===== src/rtl/alu_issue_queue_pkg.sv =====
// ALU issue queue shared types.
// Entry layout, opcodes and the wakeup helper.
package alu_issue_queue_pkg;

  localparam int TAG_W  = 6;
  localparam int DATA_W = 32;

  localparam logic [3:0] OP_ADD  = 4'd1;
  localparam logic [3:0] OP_ADDI = 4'd2;
  localparam logic [3:0] OP_LUI  = 4'd3;
  localparam logic [3:0] OP_ORI  = 4'd4;
  localparam logic [3:0] OP_XOR  = 4'd5;
  localparam logic [3:0] OP_SRAI = 4'd6;

  typedef struct packed {
    logic [TAG_W-1:0]  tag;
    logic              rdy;
    logic [DATA_W-1:0] val;
  } src_t;

  typedef struct packed {
    logic              valid;
    logic [3:0]        optype;
    src_t              src1;
    src_t              src2;
    logic [DATA_W-1:0] imm;
    logic [TAG_W-1:0]  dr;
  } rs_entry_t;

  // Capture a broadcast value into a waiting source; tag 0 never matches.
  function automatic src_t wake(
    input src_t              s,
    input logic              v,
    input logic [TAG_W-1:0]  t,
    input logic [DATA_W-1:0] d
  );
    src_t r;
    r = s;
    if (v && t != '0 && !s.rdy && s.tag == t) begin
      r.rdy = 1'b1;
      r.val = d;
    end
    return r;
  endfunction

endpackage


===== src/rtl/alu_issue_queue_select.sv =====
// ALU issue queue picker.
// Oldest ready entry and lowest free ALU.
module rs_select #(
  parameter int DEPTH   = 8,
  parameter int NUM_ALU = 3,
  parameter int IDX_W   = $clog2(DEPTH)
) (
  input  logic [DEPTH-1:0]   rdy_vec,
  input  logic [NUM_ALU-1:0] fu_ready,
  output logic [IDX_W-1:0]   cand_idx,
  output logic [NUM_ALU-1:0] target,
  output logic               fire
);

  logic have;

  // Descending scans so the lowest index wins.
  always_comb begin
    cand_idx = '0;
    have     = 1'b0;
    target   = '0;
    for (int i = DEPTH - 1; i >= 0; i--) begin
      if (rdy_vec[i]) begin
        cand_idx = IDX_W'(i);
        have     = 1'b1;
      end
    end
    for (int j = NUM_ALU - 1; j >= 0; j--) begin
      if (fu_ready[j]) begin
        target    = '0;
        target[j] = 1'b1;
      end
    end
    fire = have && (|fu_ready);
  end

endmodule


===== src/rtl/alu_issue_queue.sv =====
// ALU reservation station and issue stage.
// Age-ordered compacting queue, one issue and one dispatch per cycle.
module alu_issue_queue
  import alu_issue_queue_pkg::*;
#(
  parameter int DEPTH   = 8,
  parameter int NUM_ALU = 3
) (
  input  logic               clk,
  input  logic               rstn,
  input  logic               disp_valid,
  output logic               disp_ready,
  input  logic [3:0]         disp_optype,
  input  logic [TAG_W-1:0]   disp_rs1_tag,
  input  logic               disp_rs1_rdy,
  input  logic [DATA_W-1:0]  disp_rs1_val,
  input  logic [TAG_W-1:0]   disp_rs2_tag,
  input  logic               disp_rs2_rdy,
  input  logic [DATA_W-1:0]  disp_rs2_val,
  input  logic [DATA_W-1:0]  disp_imm,
  input  logic [TAG_W-1:0]   disp_dr,
  input  logic               wb_valid,
  input  logic [TAG_W-1:0]   wb_tag,
  input  logic [DATA_W-1:0]  wb_data,
  input  logic               flush,
  input  logic [NUM_ALU-1:0] fu_ready,
  output logic [NUM_ALU-1:0] alu_number,
  output logic [3:0]         optype,
  output logic [DATA_W-1:0]  data_in_sr1,
  output logic [DATA_W-1:0]  data_in_sr2,
  output logic [DATA_W-1:0]  data_in_imm,
  output logic [TAG_W-1:0]   dr_in,
  output logic [4:0]         rs_count
);

  localparam int IDX_W = $clog2(DEPTH);

  rs_entry_t q   [DEPTH];
  rs_entry_t nxt [DEPTH];
  rs_entry_t ins;
  rs_entry_t pick;

  logic [4:0]         count;
  logic [4:0]         slot;
  logic               accept;
  logic [DEPTH-1:0]   rdy_vec;
  logic [IDX_W-1:0]   cand_idx;
  logic [NUM_ALU-1:0] target;
  logic               fire;

  assign rs_count   = count;
  assign disp_ready = count < 5'(DEPTH);
  assign accept     = disp_valid && disp_ready;
  assign slot       = count - {4'd0, fire};
  assign pick       = q[cand_idx];

  // Entries whose operands are both present.
  always_comb begin
    rdy_vec = '0;
    for (int i = 0; i < DEPTH; i++) begin
      rdy_vec[i] = q[i].valid && q[i].src1.rdy && q[i].src2.rdy;
    end
  end

  rs_select #(
    .DEPTH   (DEPTH),
    .NUM_ALU (NUM_ALU),
    .IDX_W   (IDX_W)
  ) u_sel (
    .rdy_vec  (rdy_vec),
    .fu_ready (fu_ready),
    .cand_idx (cand_idx),
    .target   (target),
    .fire     (fire)
  );

  // Incoming entry, including same-cycle broadcast capture.
  always_comb begin
    ins.valid     = 1'b1;
    ins.optype    = disp_optype;
    ins.src1.tag  = disp_rs1_tag;
    ins.src1.rdy  = disp_rs1_rdy;
    ins.src1.val  = disp_rs1_val;
    ins.src2.tag  = disp_rs2_tag;
    ins.src2.rdy  = disp_rs2_rdy;
    ins.src2.val  = disp_rs2_val;
    ins.imm       = disp_imm;
    ins.dr        = disp_dr;
    ins.src1      = wake(ins.src1, wb_valid, wb_tag, wb_data);
    ins.src2      = wake(ins.src2, wb_valid, wb_tag, wb_data);
  end

  // Wakeup, then compaction past the issued entry, then insertion.
  always_comb begin
    nxt = q;
    for (int i = 0; i < DEPTH; i++) begin
      if (q[i].valid) begin
        nxt[i].src1 = wake(q[i].src1, wb_valid, wb_tag, wb_data);
        nxt[i].src2 = wake(q[i].src2, wb_valid, wb_tag, wb_data);
      end
    end
    if (fire) begin
      for (int i = 0; i < DEPTH - 1; i++) begin
        if (i >= int'(cand_idx)) nxt[i] = nxt[i+1];
      end
      nxt[DEPTH-1] = '0;
    end
    if (accept) begin
      for (int i = 0; i < DEPTH; i++) begin
        if (5'(i) == slot) nxt[i] = ins;
      end
    end
  end

  // Queue state and occupancy.
  always_ff @(posedge clk or negedge rstn) begin
    if (!rstn) begin
      for (int i = 0; i < DEPTH; i++) q[i] <= '0;
      count <= '0;
    end else if (flush) begin
      for (int i = 0; i < DEPTH; i++) q[i] <= '0;
      count <= '0;
    end else begin
      for (int i = 0; i < DEPTH; i++) q[i] <= nxt[i];
      count <= count + {4'd0, accept} - {4'd0, fire};
    end
  end

  // Registered issue interface; payload holds when idle.
  always_ff @(posedge clk or negedge rstn) begin
    if (!rstn) begin
      alu_number  <= '0;
      optype      <= '0;
      data_in_sr1 <= '0;
      data_in_sr2 <= '0;
      data_in_imm <= '0;
      dr_in       <= '0;
    end else if (fire && !flush) begin
      alu_number  <= target;
      optype      <= pick.optype;
      data_in_sr1 <= pick.src1.val;
      data_in_sr2 <= pick.src2.val;
      data_in_imm <= pick.imm;
      dr_in       <= pick.dr;
    end else begin
      alu_number  <= '0;
    end
  end

endmodule


===== config.mk =====
export PLATFORM = sky130hd
export DESIGN_NAME = alu_issue_queue
export DESIGN_NICKNAME = d
export VERILOG_FILES = /design/src/rtl/alu_issue_queue_pkg.sv /design/src/rtl/alu_issue_queue_select.sv /design/src/rtl/alu_issue_queue.sv
export SDC_FILE = /design/constraint.sdc
export NUM_CORES = 2
export LEC_CHECK = 0
export CELL_PAD_IN_SITES_DETAIL_PLACEMENT = 1
export CELL_PAD_IN_SITES_GLOBAL_PLACEMENT = 1
export CORE_ASPECT_RATIO = 1.4
export CORE_MARGIN = 2
export CORE_UTILIZATION = 52
export DETAILED_ROUTE_END_ITERATION = 12
export PLACE_DENSITY_LB_ADDON = 0.1
export REMOVE_ABC_BUFFERS = 1
export SYNTH_ARGS = -nofsm -noshare
export SYNTH_HDL_FRONTEND = slang
export SYNTH_SLANG_ARGS = --single-unit

===== constraint.sdc =====
create_clock -name clk -period 11.3 [get_ports clk]
set_input_delay 2.825 -clock clk [delete_from_list [all_inputs] [get_ports clk]]
set_output_delay 2.825 -clock clk [all_outputs]
set_load 0.02 [all_outputs]

==> results.py <==
metrics = {
    "worst_setup_path": {
        "critPathBufInv": 4,
        "setup.worst_path.class": "input pin to flip-flop",
        "max_stage_delay_ps": 840,
        "critPathTopFamily": "buffers and inverters",
        "path_cells": "clkdlybuf4s50_1 > nor3_2 > buf_4 > a41oi_1 > ha_1 > ha_1 > nand2b_1 > nand3_1 > a2111oi_4 > nand2_4 > nand3b_1 > buf_4 > buf_4 > o221ai_1",
        "end_kind": "flip-flop",
        "cp_max_fo": 46,
        "cp_data_arrival_time_ps": 8120,
        "path_common_cell": "buf_4",
        "cp.required_ps": 11890,
        "worstSetupStartpointType": "input pin",
        "cp_slowest_cell": "a2111oi_4",
    },
    "cts": {
        "cts_root_buffer": "clkbuf_16",
        "cts_buffer_depth": 3,
        "h-tree-depth": 3,
        "postCtsSetupBuffers": 0,
        "ctsResizeCount": 0,
        "cts_tree": "done",
        "numCtsBuffers": 111,
        "clock_sinks": 1082,
        "clk_pin_slew_worst_paths_ps": 70,
        "ctsHoldBuffers": 0,
        "clk-insertion-delay-late_ps": 760,
    },
    "drt": {
        "wl_per_cell_um": 32.76,
        "drt-vias-per-instance": 7.399,
        "wl_um": 260400,
        "drc": 0,
        "vias": 58830,
        "first_pass_iters": 6,
        "dr.first_iter.drc_count": 5973,
        "antenna_left": 0,
    },
    "synth": {
        "seq_area_frac_synth": 0.4356,
        "ys_warn_count": 0,
        "ys_ff_latch": 1082,
        "syn-instance-count": 6505,
        "syn_area_per_cell_um2": 9.555,
        "netlist_area_mm2": 0.06215,
        "async_flop_share": 1.000,
        "synth_edf_count": 0,
        "synth_ff_type": "dfrtp_1",
        "synthDistinctLibCells": 72,
    },
    "sta": {
        "timing.fmax_ghz": 0.1328,
        "worstMarginPinSlew_ps": 1270,
        "period_minus_slack_ps": 7531,
        "clock_skew_ps": 28.55,
        "rsz0062_at_grt": "no",
        "setup_violations": 0,
        "slew_headroom": 0.1458,
        "fin_crit_sh": 0.6665,
        "drv_slew": 0,
        "fin_ws_ps": 3769,
        "finalHoldViolCount": 0,
    },
    "floorplanning": {
        "core_area_mm2": 0.1190,
        "ios": 281,
        "die_area_mm2": 0.1223,
        "die_x_um": 296.2,
        "num_rows": 150,
        "start_util": 0.5223,
        "die_y_um": 413.1,
    },
    "place": {
        "gp_congestion": 0.8590,
        "dp_hpwl_um": 138600,
        "port_buffers": 280,
        "preCtsSetupSlack_ps": 3105,
    },
    "finish": {
        "drive_gt1_frac": 0.08209,
        "area_delta_synth_final_pct": 11.36,
        "fill_cells": 12960,
        "finalNetCount": 6431,
    },
    "min_path": {
        "hold_class": "flip-flop to flip-flop",
    },
    "run": {
        "max-cap-violations": 0,
    },
    "power_and_ir_drop": {
        "ir_drop_mv": 0.1259,
        "power.density_mw_per_mm2": 147.5,
        "leakage_nw": 27.69,
        "p_total_mw": 10.21,
    },
    "global_routing": {
        "grt_pass1_wl_um": 389800,
        "grt_pass1_vias": 62260,
        "antenna_found_initial": 15,
        "grt_max_degree": 166,
        "gr-total-overflow": 0,
        "grt_usage": 0.4198,
    },
    "run_status": {
        "status": "finished, final reports clean",
    },
}
[stage by stage]
step / hold WS (ps) / cell area [um^2] / TNS (ps) / cells / utilization
6_report: 555.3 / 69220 / 0 / 7950 / 0.5817
5_1_grt: 578.9 / 69200 / 0 / 7943 / 0.5815
4_1_cts: 557.4 / 69200 / 0 / 7943 / 0.5815
3_5_place_dp: 545.1 / 65340 / 0 / 7735 / 0.5491
3_3_place_gp: 533.5 / 65340 / 0 / 7735 / 0.5491
2_1_floorplan: 506.8 / 58860 / -594610 / 5724 / -
[final timing paths]
kind | startpoint | endpoint | slack [ps] | cells after the start
setup / recovery | fu_ready[0] | q[229]$_DFF_PN0_ | 3770 | 14
hold / removal | q[852]$_DFF_PN0_ | q[852]$_DFF_PN0_ | 560 | 2
setup reg to reg | q[967]$_DFF_PN0_ | q[229]$_DFF_PN0_ | 5160 | 13
hold reg to reg | q[852]$_DFF_PN0_ | q[852]$_DFF_PN0_ | 560 | 2
max in group asynchronous | rstn | q[545]$_DFF_PN0_ | 6950 | 3
min in group asynchronous | rstn | q[871]$_DFF_PN0_ | 2150 | 1
[routing by layer]
metal | share of wire | vias up | track usage
li1 | - | 23940 | -
met1 | 0.38 | 30390 | 0.5131
met2 | 0.46 | 3371 | 0.6723
met3 | 0.091 | 1104 | 0.08953
met4 | 0.066 | 20 | 0.2691
met5 | 0.00047 | - | 0
[final cells by class]
| class | instances | area (um^2) | area share |
|---|---|---|---|
| repair buffers | 415 | 4001 | 0.05781 |
| diodes | 7 | 17.52 | 0.0002531 |
| clock buffers | 164 | 3352 | 0.04843 |
| inverters | 13 | 48.80 | 0.0007050 |
| clock inverters | 44 | 505.5 | 0.007303 |
| well taps | 1596 | 1997 | 0.02885 |
| multi-input cells | 4629 | 32220 | 0.4655 |
| flip-flops and latches | 1082 | 27080 | 0.3912 |
[registers in the layout, indices dropped and copies added, names as in the netlist]
register	flops
alu_number	3
data_in_imm	32
data_in_sr1	32
data_in_sr2	32
dr_in	6
optype	4
q	968
rs_count	5
[logic make-up (layout without fill, tap and decap cells)]
kind of cell | count (synthesis) | count (layout) | share of synthesized area
AOI/OAI and AO/OA | 1715 | 1715 | 0.2202
other | 0 | 7 | 0
and+or+nand+nor | 1935 | 1935 | 0.1329
DFF | 1082 | 1082 | 0.4356
adders and majority gates | 13 | 13 | 0.002738
buffers and inverters | 794 | 636 | 0.05381
muxes | 855 | 855 | 0.1391
xor gates and xnor gates | 111 | 111 | 0.01564
[where the power goes]
group / total, mW / switching (mW) / internal (mW)
Sequential: 4.50 / 0.276 / 4.22
Clock: 3.99 / 1.71 / 2.28
Combinational: 1.72 / 1.11 / 0.611
[Yosys cell counts (4+ instances only)]
master        n  area share
and2_1        4     0.00040
o2111ai_1    33      0.0047
buf_6         8      0.0014
or4_1         4     0.00048
a221oi_1    234       0.033
buf_1        46      0.0028
mux2i_1     789        0.13
xor2_1       83       0.012
buf_4        21      0.0025
mux2_2       56       0.010
mux2_1        9      0.0016
nor2_1      556       0.034
and3_1      137       0.014
clkbuf_2     45      0.0036
and4_1        4     0.00056
buf_2       108      0.0087
dfrtp_1    1082        0.44
o21ai_0       5     0.00040
o22ai_1     171       0.017
o311ai_0      8      0.0011
nand2b_1     32      0.0032
a21boi_0     21      0.0025
a221oi_2     30      0.0072
nand3_1      30      0.0024
inv_1        13     0.00079
xnor2_1      28      0.0039
a21oi_1     199       0.016
nor2b_1       6     0.00060
a211oi_1     59      0.0071
a22oi_1      54      0.0065
o221ai_2     30      0.0072
nor4_1       16      0.0016
nand3b_1      7     0.00085
nor3_1       26      0.0021
o221ai_1    258       0.036
clkbuf_1    550       0.033
a31oi_1     153       0.015
nand4_1      15      0.0015
a211o_1     106       0.015
or3_1       107       0.011
a311oi_1    324       0.046
ha_1         12      0.0024
nand2_1     976       0.059
[worst min-delay path, stage by stage (launching register included)]
cell      delay (ps)
dfrtp_1          380
nand2_1           60
a311oi_1          80
[cells in the final DEF (no fill, tap or decap), types with 171 or more instances in the layout]
| cell type | Yosys | routed |
|---|---|---|
| a21oi_1 | 199 | 192 |
| a221oi_1 | 234 | 234 |
| a311oi_1 | 324 | 324 |
| clkdlybuf4s50_1 | 0 | 278 |
| dfrtp_1 | 1082 | 1082 |
| mux2i_1 | 789 | 788 |
| nand2_1 | 976 | 963 |
| nor2_1 | 556 | 552 |
| o221ai_1 | 258 | 258 |
| o22ai_1 | 171 | 171 |
(Power assumes the default switching activity.)
